==> config.mk <==
export PLATFORM = sky130hd
export DESIGN_NAME = pkt_collector_mc
export DESIGN_NICKNAME = d
export VERILOG_FILES = /design/src/rtl/pkt_collector_mc.sv
export SDC_FILE = /design/constraint.sdc
export NUM_CORES = 2
export LEC_CHECK = 0
export BUFFER_PORTS_ARGS = -buffer_cell sky130_fd_sc_hd__buf_2
export CAP_MARGIN = 10
export CORE_MARGIN = 1.5
export CORE_UTILIZATION = 55
export DETAILED_ROUTE_END_ITERATION = 16
export GPL_TIMING_DRIVEN = 0
export PLACE_DENSITY = 0.73
export SYNTH_ARGS = -nofsm -noshare
export SYNTH_HDL_FRONTEND = slang
export SYNTH_SLANG_ARGS = --single-unit
==> constraint.sdc <==
create_clock -name clk -period 4.21 [get_ports clk]
set_input_delay 0 -clock clk [delete_from_list [all_inputs] [get_ports clk]]
set_output_delay 0 -clock clk [all_outputs]
set_load 0.02 [all_outputs]
==> src/rtl/pkt_collector_mc.sv <==
// Multi-channel packet collector: rebuilds {app,size,seq,data} words into one
// message per application slot and hands completed messages out round-robin.
module pkt_collector_mc #(
    parameter int unsigned DATA_W   = 40,
    parameter int unsigned APP_W    = 2,
    parameter int unsigned SIZE_W   = 3,
    parameter int unsigned SEQ_W    = 3,
    parameter int unsigned NUM_APPS = 3,
    parameter int unsigned MAX_PKTS = 4,
    parameter int unsigned TIMEOUT  = 255
) (
    input  logic                                 clk,
    input  logic                                 rstn,
    input  logic                                 in_valid,
    output logic                                 in_ready,
    input  logic [APP_W+SIZE_W+SEQ_W+DATA_W-1:0] datain,
    output logic                                 out_valid,
    input  logic                                 out_ready,
    output logic [APP_W-1:0]                     out_app,
    output logic [SIZE_W-1:0]                    out_size,
    output logic [MAX_PKTS*DATA_W-1:0]           out_data,
    output logic                                 err_pulse,
    output logic [1:0]                           err_code,
    output logic [APP_W-1:0]                     err_app
);

    localparam int unsigned MSG_W = MAX_PKTS * DATA_W;
    localparam int unsigned IDX_W = (NUM_APPS > 1) ? $clog2(NUM_APPS) : 1;
    localparam int unsigned TMR_W = (TIMEOUT > 1) ? $clog2(TIMEOUT + 1) : 1;

    localparam logic [1:0] S_IDLE = 2'd0;
    localparam logic [1:0] S_ASM  = 2'd1;
    localparam logic [1:0] S_DONE = 2'd2;

    localparam logic [1:0] E_SIZE = 2'b01;
    localparam logic [1:0] E_SEQ  = 2'b10;
    localparam logic [1:0] E_TMO  = 2'b11;

    // Per-slot state
    logic [1:0]        st_q   [NUM_APPS];
    logic [1:0]        st_d   [NUM_APPS];
    logic [SIZE_W-1:0] sz_q   [NUM_APPS];
    logic [SIZE_W-1:0] sz_d   [NUM_APPS];
    logic [SIZE_W-1:0] cnt_q  [NUM_APPS];
    logic [SIZE_W-1:0] cnt_d  [NUM_APPS];
    logic [TMR_W-1:0]  tmr_q  [NUM_APPS];
    logic [TMR_W-1:0]  tmr_d  [NUM_APPS];
    logic [MSG_W-1:0]  buf_q  [NUM_APPS];
    logic [MSG_W-1:0]  buf_d  [NUM_APPS];
    logic [NUM_APPS-1:0] pend_q, pend_d;

    // Output holding register and error reporting
    logic              ov_q, ov_d;
    logic [APP_W-1:0]  oapp_q, oapp_d;
    logic [SIZE_W-1:0] osize_q, osize_d;
    logic [MSG_W-1:0]  odata_q, odata_d;
    logic [IDX_W-1:0]  last_q, last_d;
    logic              ep_q, ep_d;
    logic [1:0]        ec_q, ec_d;
    logic [APP_W-1:0]  ea_q, ea_d;

    logic [APP_W-1:0]    w_app;
    logic [SIZE_W-1:0]   w_size;
    logic [SEQ_W-1:0]    w_seq;
    logic [DATA_W-1:0]   w_data;
    logic                size_ok_c;
    logic                slot_busy_c;
    logic                acc_c;
    logic [NUM_APPS-1:0] hit_c;
    logic [MSG_W-1:0]    pkt_c;
    int                  lane_c;
    logic                in_err_c;
    logic [1:0]          in_code_c;
    logic                tfound_c;
    logic                gfound_c;
    int                  gidx_c;
    int                  cidx_c;

    assign {w_app, w_size, w_seq, w_data} = datain;
    assign size_ok_c = (w_size != '0) && (32'(w_size) <= MAX_PKTS);

    // Ready drops only while the addressed slot holds an ungranted message
    always_comb begin
        slot_busy_c = 1'b0;
        for (int s = 0; s < int'(NUM_APPS); s++) begin
            if (w_app == APP_W'(s + 1) && st_q[s] == S_DONE) begin
                slot_busy_c = 1'b1;
            end
        end
    end

    assign in_ready = rstn & ~slot_busy_c;
    assign acc_c    = in_valid & in_ready;

    always_comb begin
        hit_c = '0;
        for (int s = 0; s < int'(NUM_APPS); s++) begin
            hit_c[s] = acc_c && (w_app == APP_W'(s + 1));
        end
    end

    // Incoming payload placed in its lane; packet 0 ends up most significant
    always_comb begin
        pkt_c  = '0;
        lane_c = int'(w_size) - 1 - int'(w_seq);
        for (int k = 0; k < int'(MAX_PKTS); k++) begin
            if (lane_c == k) begin
                pkt_c[k*DATA_W +: DATA_W] = w_data;
            end
        end
    end

    always_comb begin
        for (int s = 0; s < int'(NUM_APPS); s++) begin
            st_d[s]  = st_q[s];
            sz_d[s]  = sz_q[s];
            cnt_d[s] = cnt_q[s];
            tmr_d[s] = tmr_q[s];
            buf_d[s] = buf_q[s];
        end
        pend_d    = pend_q;
        ov_d      = ov_q;
        oapp_d    = oapp_q;
        osize_d   = osize_q;
        odata_d   = odata_q;
        last_d    = last_q;
        ep_d      = 1'b0;
        ec_d      = ec_q;
        ea_d      = ea_q;
        in_err_c  = 1'b0;
        in_code_c = '0;
        tfound_c  = 1'b0;
        gfound_c  = 1'b0;
        gidx_c    = 0;
        cidx_c    = 0;

        for (int s = 0; s < int'(NUM_APPS); s++) begin
            if (hit_c[s]) begin
                tmr_d[s] = '0;
                if (!size_ok_c) begin
                    in_err_c  = 1'b1;
                    in_code_c = E_SIZE;
                end else if (st_q[s] == S_ASM && 32'(w_seq) == 32'(cnt_q[s])
                             && w_size == sz_q[s]) begin
                    buf_d[s] = buf_q[s] | pkt_c;
                    cnt_d[s] = cnt_q[s] + SIZE_W'(1);
                    if (cnt_q[s] + SIZE_W'(1) == sz_q[s]) begin
                        st_d[s] = S_DONE;
                    end
                end else if (w_seq == '0) begin
                    // A seq-0 word mid-message aborts the partial and restarts
                    if (st_q[s] == S_ASM) begin
                        in_err_c  = 1'b1;
                        in_code_c = E_SEQ;
                    end
                    buf_d[s] = pkt_c;
                    sz_d[s]  = w_size;
                    cnt_d[s] = SIZE_W'(1);
                    st_d[s]  = (w_size == SIZE_W'(1)) ? S_DONE : S_ASM;
                end else begin
                    in_err_c  = 1'b1;
                    in_code_c = E_SEQ;
                    st_d[s]   = S_IDLE;
                    cnt_d[s]  = '0;
                    buf_d[s]  = '0;
                end
            end else if (TIMEOUT != 0 && st_q[s] == S_ASM) begin
                if (tmr_q[s] == TMR_W'(TIMEOUT - 1)) begin
                    st_d[s]   = S_IDLE;
                    cnt_d[s]  = '0;
                    buf_d[s]  = '0;
                    tmr_d[s]  = '0;
                    pend_d[s] = 1'b1;
                end else begin
                    tmr_d[s] = tmr_q[s] + TMR_W'(1);
                end
            end
        end

        // Input errors take the strobe; timeouts wait in pend until it is free
        if (in_err_c) begin
            ep_d = 1'b1;
            ec_d = in_code_c;
            ea_d = w_app;
        end else begin
            for (int s = 0; s < int'(NUM_APPS); s++) begin
                if (!tfound_c && pend_d[s]) begin
                    tfound_c  = 1'b1;
                    pend_d[s] = 1'b0;
                    ep_d      = 1'b1;
                    ec_d      = E_TMO;
                    ea_d      = APP_W'(s + 1);
                end
            end
        end

        if (!ov_q || out_ready) begin
            ov_d = 1'b0;
            for (int i = 1; i <= int'(NUM_APPS); i++) begin
                cidx_c = int'(last_q) + i;
                if (cidx_c >= int'(NUM_APPS)) begin
                    cidx_c = cidx_c - int'(NUM_APPS);
                end
                if (!gfound_c && st_q[cidx_c] == S_DONE) begin
                    gfound_c = 1'b1;
                    gidx_c   = cidx_c;
                end
            end
            if (gfound_c) begin
                ov_d          = 1'b1;
                oapp_d        = APP_W'(gidx_c + 1);
                osize_d       = sz_q[gidx_c];
                odata_d       = buf_q[gidx_c];
                last_d        = IDX_W'(gidx_c);
                st_d[gidx_c]  = S_IDLE;
                cnt_d[gidx_c] = '0;
                buf_d[gidx_c] = '0;
            end
        end
    end

    always_ff @(posedge clk or negedge rstn) begin
        if (!rstn) begin
            for (int s = 0; s < int'(NUM_APPS); s++) begin
                st_q[s]  <= S_IDLE;
                sz_q[s]  <= '0;
                cnt_q[s] <= '0;
                tmr_q[s] <= '0;
                buf_q[s] <= '0;
            end
            pend_q  <= '0;
            ov_q    <= 1'b0;
            oapp_q  <= '0;
            osize_q <= '0;
            odata_q <= '0;
            last_q  <= IDX_W'(NUM_APPS - 1);
            ep_q    <= 1'b0;
            ec_q    <= '0;
            ea_q    <= '0;
        end else begin
            for (int s = 0; s < int'(NUM_APPS); s++) begin
                st_q[s]  <= st_d[s];
                sz_q[s]  <= sz_d[s];
                cnt_q[s] <= cnt_d[s];
                tmr_q[s] <= tmr_d[s];
                buf_q[s] <= buf_d[s];
            end
            pend_q  <= pend_d;
            ov_q    <= ov_d;
            oapp_q  <= oapp_d;
            osize_q <= osize_d;
            odata_q <= odata_d;
            last_q  <= last_d;
            ep_q    <= ep_d;
            ec_q    <= ec_d;
            ea_q    <= ea_d;
        end
    end

    assign out_valid = ov_q;
    assign out_app   = oapp_q;
    assign out_size  = osize_q;
    assign out_data  = odata_q;
    assign err_pulse = ep_q;
    assign err_code  = ec_q;
    assign err_app   = ea_q;

endmodule
* Yosys cells after proc, flatten, opt, wreduce, memory -nomap -nowiden
Index checks and enable logic that the tools add are counted.
** Storage, ports and cells
- Register bits after elaboration :: 704
- Latch bits :: 0
- RAM bits :: 0
- ROM bits :: 0
- Input port bits :: 52
- Output and inout bits :: 172
- Word-level logic and storage cells :: 299
- Memories :: 0
** Cells by class
- Add/sub/neg operators :: 15
- $mul :: 0
- Divide/modulo/power cells :: 0
- Order comparisons :: 9
- Equality and inequality tests :: 28
- Shift operators :: 0
- Muxes and demuxes :: 169
- Bitwise logic cells :: 19
- Reductions and logical operators :: 35
** Operators with widths (number)
- 160-bit two-way mux :: 19
- 480-bit two-way mux :: 2
- 480-bit AND :: 1
- 480-bit inverter :: 1
- 160-bit bitwise OR :: 3
- 160-bit binary-select mux with 2-bit select :: 1
- 160-bit demux with 2-bit select :: 1
- 32-bit two-way mux :: 10
- 40-bit two-way mux :: 4
- 32-bit by 3-bit greater-or-equal comparator with 1-bit output, second input constant :: 4
- 32-bit inverter :: 4
- 2-bit two-way mux :: 50
- 8-bit two-way mux :: 9
- 3-bit two-way mux :: 19
- 1-bit two-way mux :: 44
- 32-bit zero test :: 1
- 32-bit by 1-bit < comparator with 1-bit output, second input constant :: 1
- 3-bit == test :: 9
- 8-bit by 1-bit adder with 8-bit output, second input constant :: 3
- 8-bit == test, second input constant :: 3
- 1-bit logical AND :: 18
- 9-bit two-way mux :: 2
- 2-bit == test, second input constant :: 8
- 2-bit binary-select mux with 2-bit select :: 3
- 31 further kinds :: 55

* Longest topological paths before layout
- Depth in word-level cells :: 29
- Mapped depth :: 17
- Mapped depth without buffers :: 11

* Least setup slack after synthesis
OpenSTA, ideal clock, no wires.
- Path type :: reg2reg
- Start :: register last_q[1]
- End :: register buf_q[399] in the netlist's numbering
- Library setup time :: 0.121 ns
- Data arrival time :: 3.214 ns
- Required time :: 4.089 ns
- Path slack :: 0.875 ns
- Stages on the path, launching flop included :: 18
- Path buffers :: 6
- Period minus slack after synthesis :: 3.335 ns
- Cells stage by stage :: dfstp_2 -> inv_1 -> ha_1 -> buf_2 -> nor3b_1 -> nor3_1 -> and4_1 -> o31a_1 -> buf_2 -> clkbuf_1 -> buf_2 -> inv_1 -> ha_1 -> inv_1 -> o31ai_4 -> buf_2 -> buf_2 -> nor2_1
** RTL lines
- from (decl) :: RTL line 57 : logic [IDX_W-1:0] last_q, last_d;
- from (signal assigned) :: RTL line 236 : last_q <= IDX_W'(NUM_APPS - 1);
- from (signal assigned) :: RTL line 253 : last_q <= last_d;
- to (signal, indexed assignment) :: RTL line 246 : buf_q[s] <= buf_d[s];
- to (decl) :: RTL line 48 : logic [MSG_W-1:0] buf_q [NUM_APPS];

* Final worst setup path
- Start :: register last_q[1]
- End :: register odata_q[78] (netlist: out_data[78])
** Between the ends
- Cells in the longest elaborated chain, start to end :: 23
- Elaborated cells on any way between the ends :: 49
- Classes of those cells :: add/sub (6); order compare (3); eq/ne (3); mux (28); bitwise (4); reduce/logical (5)
** RTL lines
- 2-bit by 1-bit adder with 3-bit output :: RTL line 200 : cidx_c = int'(last_q) + i;
- 3-bit by 2-bit subtractor with 4-bit output or 3-bit by 2-bit greater-or-equal comparator with 1-bit output (tied branches) :: RTL line 202, 201
- 32-bit two-way mux :: RTL line 201 : if (cidx_c >= int'(NUM_APPS)) begin
- 32-bit two-way mux :: RTL line 197 : if (!ov_q || out_ready) begin
- 32-bit inverter (not written as such) :: RTL line 204 : if (!gfound_c && st_q[cidx_c] == S_DONE) begin
- 2-bit binary-select mux with 2-bit select :: RTL line 204
- 2-bit two-way mux (not written as such) (2 in a row) :: RTL line 204
- 2-bit == test :: RTL line 204
- (+5 left out)
- 1-bit two-way mux :: RTL line 197
- 1-bit zero test :: RTL line 204
- 1-bit logical AND :: RTL line 204
- 32-bit two-way mux :: RTL line 204
- 32-bit two-way mux :: RTL line 197
- 32-bit inverter (not written as such) :: RTL line 213 : odata_d = buf_q[gidx_c];
- 160-bit binary-select mux with 2-bit select :: RTL line 213
- 160-bit two-way mux (not written as such) (2 in a row) :: RTL line 213
- to (signal assigned) :: RTL line 252 : odata_q <= odata_d;
- to (decl) :: RTL line 56 : logic [MSG_W-1:0] odata_q, odata_d;
Several ways; a longest one is shown, not always the timed one. The select of a mux whose other input is x is not followed.
A chain may end at the register's enable or synchronous reset.

==> impl_metrics.env <==
export IMPL_io_pins=224
export IMPL_post_synth_fa_ha_maj_area_fraction=0.00874
export IMPL_cts_buffers=75
export IMPL_worst_ir_drop_vdd_uv=540
export IMPL_synthDominantCellAreaShare=0.499
export IMPL_dr_pass1_iters=7
export IMPL_fin_skew_ps=23.1
export IMPL_synth_edf_count=0
export IMPL_synthesis_nets=3820
export IMPL_first_pass_grt_wire_length_um=204000
export IMPL_proportion_of_layout_cells_with_a_drive_suffix_above_1=0.135
export IMPL_synth_simple_area_share=0.118
export IMPL_layout_worst_path_cycle_share=0.983
export IMPL_ys_seq_area_frac=0.500
export IMPL_combinationalPowerShare=0.426
export IMPL_finalInstanceArea_mm2=0.0404
export IMPL_gr_usage_met1=0.533
export IMPL_via_per_inst=7.03
export IMPL_post_layout_total_power_mw=26.7
export IMPL_floorplan_initialDensity=0.557
export IMPL_worst_r2r_startpoint="last_q[1]"
export IMPL_arrival_ps=4700
export IMPL_fp_coreArea_mm2=0.0632
export IMPL_wire_per_inst_um=28.2
export IMPL_final_core_utilization=0.639
export IMPL_synthToLayoutAreaGrowth_pct=14.6
export IMPL_globalRoute_busiestLayer="met2"
export IMPL_synth_seq_cells=704
export IMPL_cts_root_to_sink_buffers=3
export IMPL_worst_slew_pin_transition_ps=1450
export IMPL_synth_compound_gate_area_share=0.299
export IMPL_yosysUniqueCellTypes=71
export IMPL_yosys_cell_count_top_type="sky130_fd_sc_hd__dfrtp_1"
export IMPL_maxCapViolCount=0
export IMPL_synthMuxAreaShare=0.000959
export IMPL_synth_warnings=0
export IMPL_die_height_um=256
export IMPL_postSynth_topFlopCell="sky130_fd_sc_hd__dfrtp_1"
export IMPL_max_freq_mhz=242
export IMPL_clockRootBuffer="sky130_fd_sc_hd__clkbuf_16"
export IMPL_final_nets=4123
export IMPL_setup_violations=0
export IMPL_final_count_of_hold_timing_violations=0
export IMPL_worstHoldPathType="in2reg"
export IMPL_grt_use_met2=0.598
export IMPL_num_rows=92
export IMPL_dpl_cell_area_mm2=0.0374
export IMPL_filler_cell_count=5353
export IMPL_power_density_mw_per_mm2=661
export IMPL_timing_critical_path_to="out_data[78]"
export IMPL_fin_crit_ps=4140
export IMPL_leakagePower_nw=18.6
export IMPL_drt_wl_total_um=139000
export IMPL_cts_tree="yes"
export IMPL_grt_pass1_vias=32800
export IMPL_slew_limit_headroom=0.0313
export IMPL_worst_skew_pair_late_latency_ps=640
export IMPL_post_synth_top_area_cell="sky130_fd_sc_hd__dfrtp_1"
export IMPL_p_sw_mw=11.6
export IMPL_dp_hpwl_um=92100
export IMPL_grt_use_met3=0.117
export IMPL_htree_levels=3
export IMPL_p_seq_frac=0.323
export IMPL_ys_top_cells_by_count="703 x sky130_fd_sc_hd__dfrtp_1, 647 x sky130_fd_sc_hd__a31oi_1, 351 x sky130_fd_sc_hd__nor3_1"
export IMPL_largest_net_degree_at_the_start_of_global_routing=122
export IMPL_synth_area_top_cells="sky130_fd_sc_hd__dfrtp_1 50%, sky130_fd_sc_hd__a31oi_1 11%, sky130_fd_sc_hd__nor3_1 5.0%, sky130_fd_sc_hd__o22a_1 4.0%, sky130_fd_sc_hd__a21o_1 3.5%"
export IMPL_top_fanout_value_on_the_critical_path=10
export IMPL_outcome="complete, no violations"
export IMPL_setup_worst_path_start="last_q[1]"
export IMPL_grt_overflow_total=0
export IMPL_reg2reg_depth=11
export IMPL_criticalPathCategory="reg2reg"
export IMPL_worst_r2r_endpoint="out_data[78]"
export IMPL_internal_power_mw=15.1
export IMPL_finalWeightedCongestion=1.00
export IMPL_worst_setup_path_end_kind="flip-flop"
export IMPL_fp_dieArea_mm2=0.0656
export IMPL_critPathRequiredTime_ps=4770
export IMPL_synth_top_family_by_area="compound AO/OA/AOI/OAI gates"
export IMPL_worst_setup_sp_type="flip-flop"
export IMPL_post_synth_xor_area_fraction=0.00824
export IMPL_syn_instance_count=3744
export IMPL_reg2reg_slack_ps=70
export IMPL_cts_reportedPaths_clkPinSlew_ps=60
export IMPL_setup_tns_final_ps=0
export IMPL_drt_antenna_violating_nets=0
export IMPL_sw_frac_of_total=0.434
export IMPL_async_reset_ff_frac=1.00
export IMPL_grt_use_total=0.414
export IMPL_die_x_um=256
export IMPL_synthesis_area_per_instance_um2=9.41
export IMPL_antenna_found_initial=8
export IMPL_clock_power_share=0.251
export IMPL_vias=34800
export IMPL_portBuffers=179
export IMPL_post_synthesis_instance_area_mm2=0.0352
export IMPL_drc=0
export IMPL_report_final_slew_viol_count=0
export IMPL_clock_sinks=704
export IMPL_detail_route_iter0_violations=5723
==> how the worst min path moves through the flow <==
| stage | start | end | slack (ps) | cells after the start |
|---|---|---|---|---|
| floorplan | rstn | buf_q[0] | -300 | 0 |
| global placement | in_valid | err_code[0] | 350 | 3 |
| detailed placement | rstn | tmr_q[9] | 50 | 1 |
| CTS | datain[32] | buf_q[72] | 2 | 3 |
| global route | datain[36] | buf_q[116] | 10 | 3 |
| finish | datain[45] | sz_q[8] | 30 | 3 |
==> routing by layer <==
metal / part of all wire / up-vias
met4: 0.076 / 4
met5: 0.00017 / -
met1: 0.37 / 16700
met2: 0.43 / 2656
met3: 0.12 / 626
li1: - / 14800
==> state kept, by name, summed over array words and instances, names as in the netlist <==
name	count
err_code	2
err_pulse	1
cnt_q	9
out_data	160
last_q	2
out_valid	1
tmr_q	24
out_app	2
st_q	6
err_app	2
buf_q	480
sz_q	9
pend_q	3
out_size	3
==> layout by cell type, fill, tap and decap left out, types with 11 or more instances in the layout <==
cell / synthesis / routed
sky130_fd_sc_hd__nor2_1: 208 / 208
sky130_fd_sc_hd__clkbuf_8: 0 / 14
sky130_fd_sc_hd__a31oi_1: 647 / 647
sky130_fd_sc_hd__dlygate4sd3_1: 0 / 35
sky130_fd_sc_hd__a22oi_1: 164 / 164
sky130_fd_sc_hd__buf_4: 3 / 11
sky130_fd_sc_hd__nand2_1: 45 / 45
sky130_fd_sc_hd__buf_6: 6 / 11
sky130_fd_sc_hd__buf_1: 12 / 11
sky130_fd_sc_hd__o22a_1: 160 / 160
sky130_fd_sc_hd__o21ai_0: 196 / 196
sky130_fd_sc_hd__dfrtp_1: 703 / 703
sky130_fd_sc_hd__a21o_1: 164 / 164
sky130_fd_sc_hd__nand3_1: 179 / 179
sky130_fd_sc_hd__inv_1: 24 / 24
sky130_fd_sc_hd__nor3_1: 351 / 349
sky130_fd_sc_hd__buf_2: 189 / 356
sky130_fd_sc_hd__xor2_1: 20 / 20
sky130_fd_sc_hd__clkbuf_1: 298 / 300
sky130_fd_sc_hd__clkbuf_16: 0 / 77
sky130_fd_sc_hd__a21oi_1: 209 / 209
sky130_fd_sc_hd__ha_1: 23 / 23
==> power by group through the flow <==
stage | clock network [mW] | registers [mW] | logic (mW)
2_1_floorplan | 0 | 9.40 | 5.69
3_3_place_gp | 0 | 8.69 | 10.6
3_5_place_dp | 0 | 8.69 | 10.8
4_1_cts | 6.66 | 8.58 | 10.9
5_1_grt | 6.90 | 8.69 | 11.8
6_report | 6.70 | 8.62 | 11.4
==> layout make-up <==
type,instances,area (µm²),share of cell area
antenna,7,17.5,0.000434
buffer,501,2230,0.0553
clock buffer,110,2190,0.0543
clock inverter,16,190,0.00471
inverter,25,93.8,0.00233
multi-input combinational,2507,15400,0.380
sequential,704,17600,0.437
tap,846,1060,0.0262
timing repair buffer,233,1600,0.0397
==> worst max-delay path: stages, from the launching register on <==
cell                       delay (ps)
sky130_fd_sc_hd__dfstp_2          590
sky130_fd_sc_hd__inv_1            110
sky130_fd_sc_hd__ha_1             310
sky130_fd_sc_hd__clkbuf_1         320
sky130_fd_sc_hd__nor4_1           130
sky130_fd_sc_hd__a31o_1           240
sky130_fd_sc_hd__nor2b_1          120
sky130_fd_sc_hd__buf_2            400
sky130_fd_sc_hd__clkbuf_1         670
sky130_fd_sc_hd__buf_8            250
sky130_fd_sc_hd__clkbuf_1         670
sky130_fd_sc_hd__o22a_1           230
==> timing repair <==
| item | in CTS | in global routing |
|---|---|---|
| hold buffers | 38 | 0 |
| resized for setup | 18 | 29 |
| setup endpoints to repair | 561 | 549 |
| hold endpoints to repair | 362 | 0 |
| gates cloned | 0 | 0 |
| pin swaps | 1 | 2 |
| setup buffers | 2 | 4 |
==> metrics by stage <==
step / cells / hold WS [ps] / setup slack (ps)
after floorplan: 3744 / -296 / 875
after global placement: 4769 / 352 / -13410
after detailed placement: 4777 / 49.4 / -1060
after CTS: 4942 / 2.32 / -43.0
after global routing: 4945 / 13.4 / -3.41
final: 4949 / 29.6 / 70.8
==> cell families (layout without fill, tap and decap cells) <==
kind of cell               after synthesis  after routing
adders and majority gates               24             24
other                                    0              7
DFF                                    704            704
xor gates and xnor gates                31             31
AOI/OAI and AO/OA                     1597           1597
muxes                                    3              3
and+or+nand+nor                        852            852
buffers and inverters                  533            885
(Power assumes the default switching activity.)
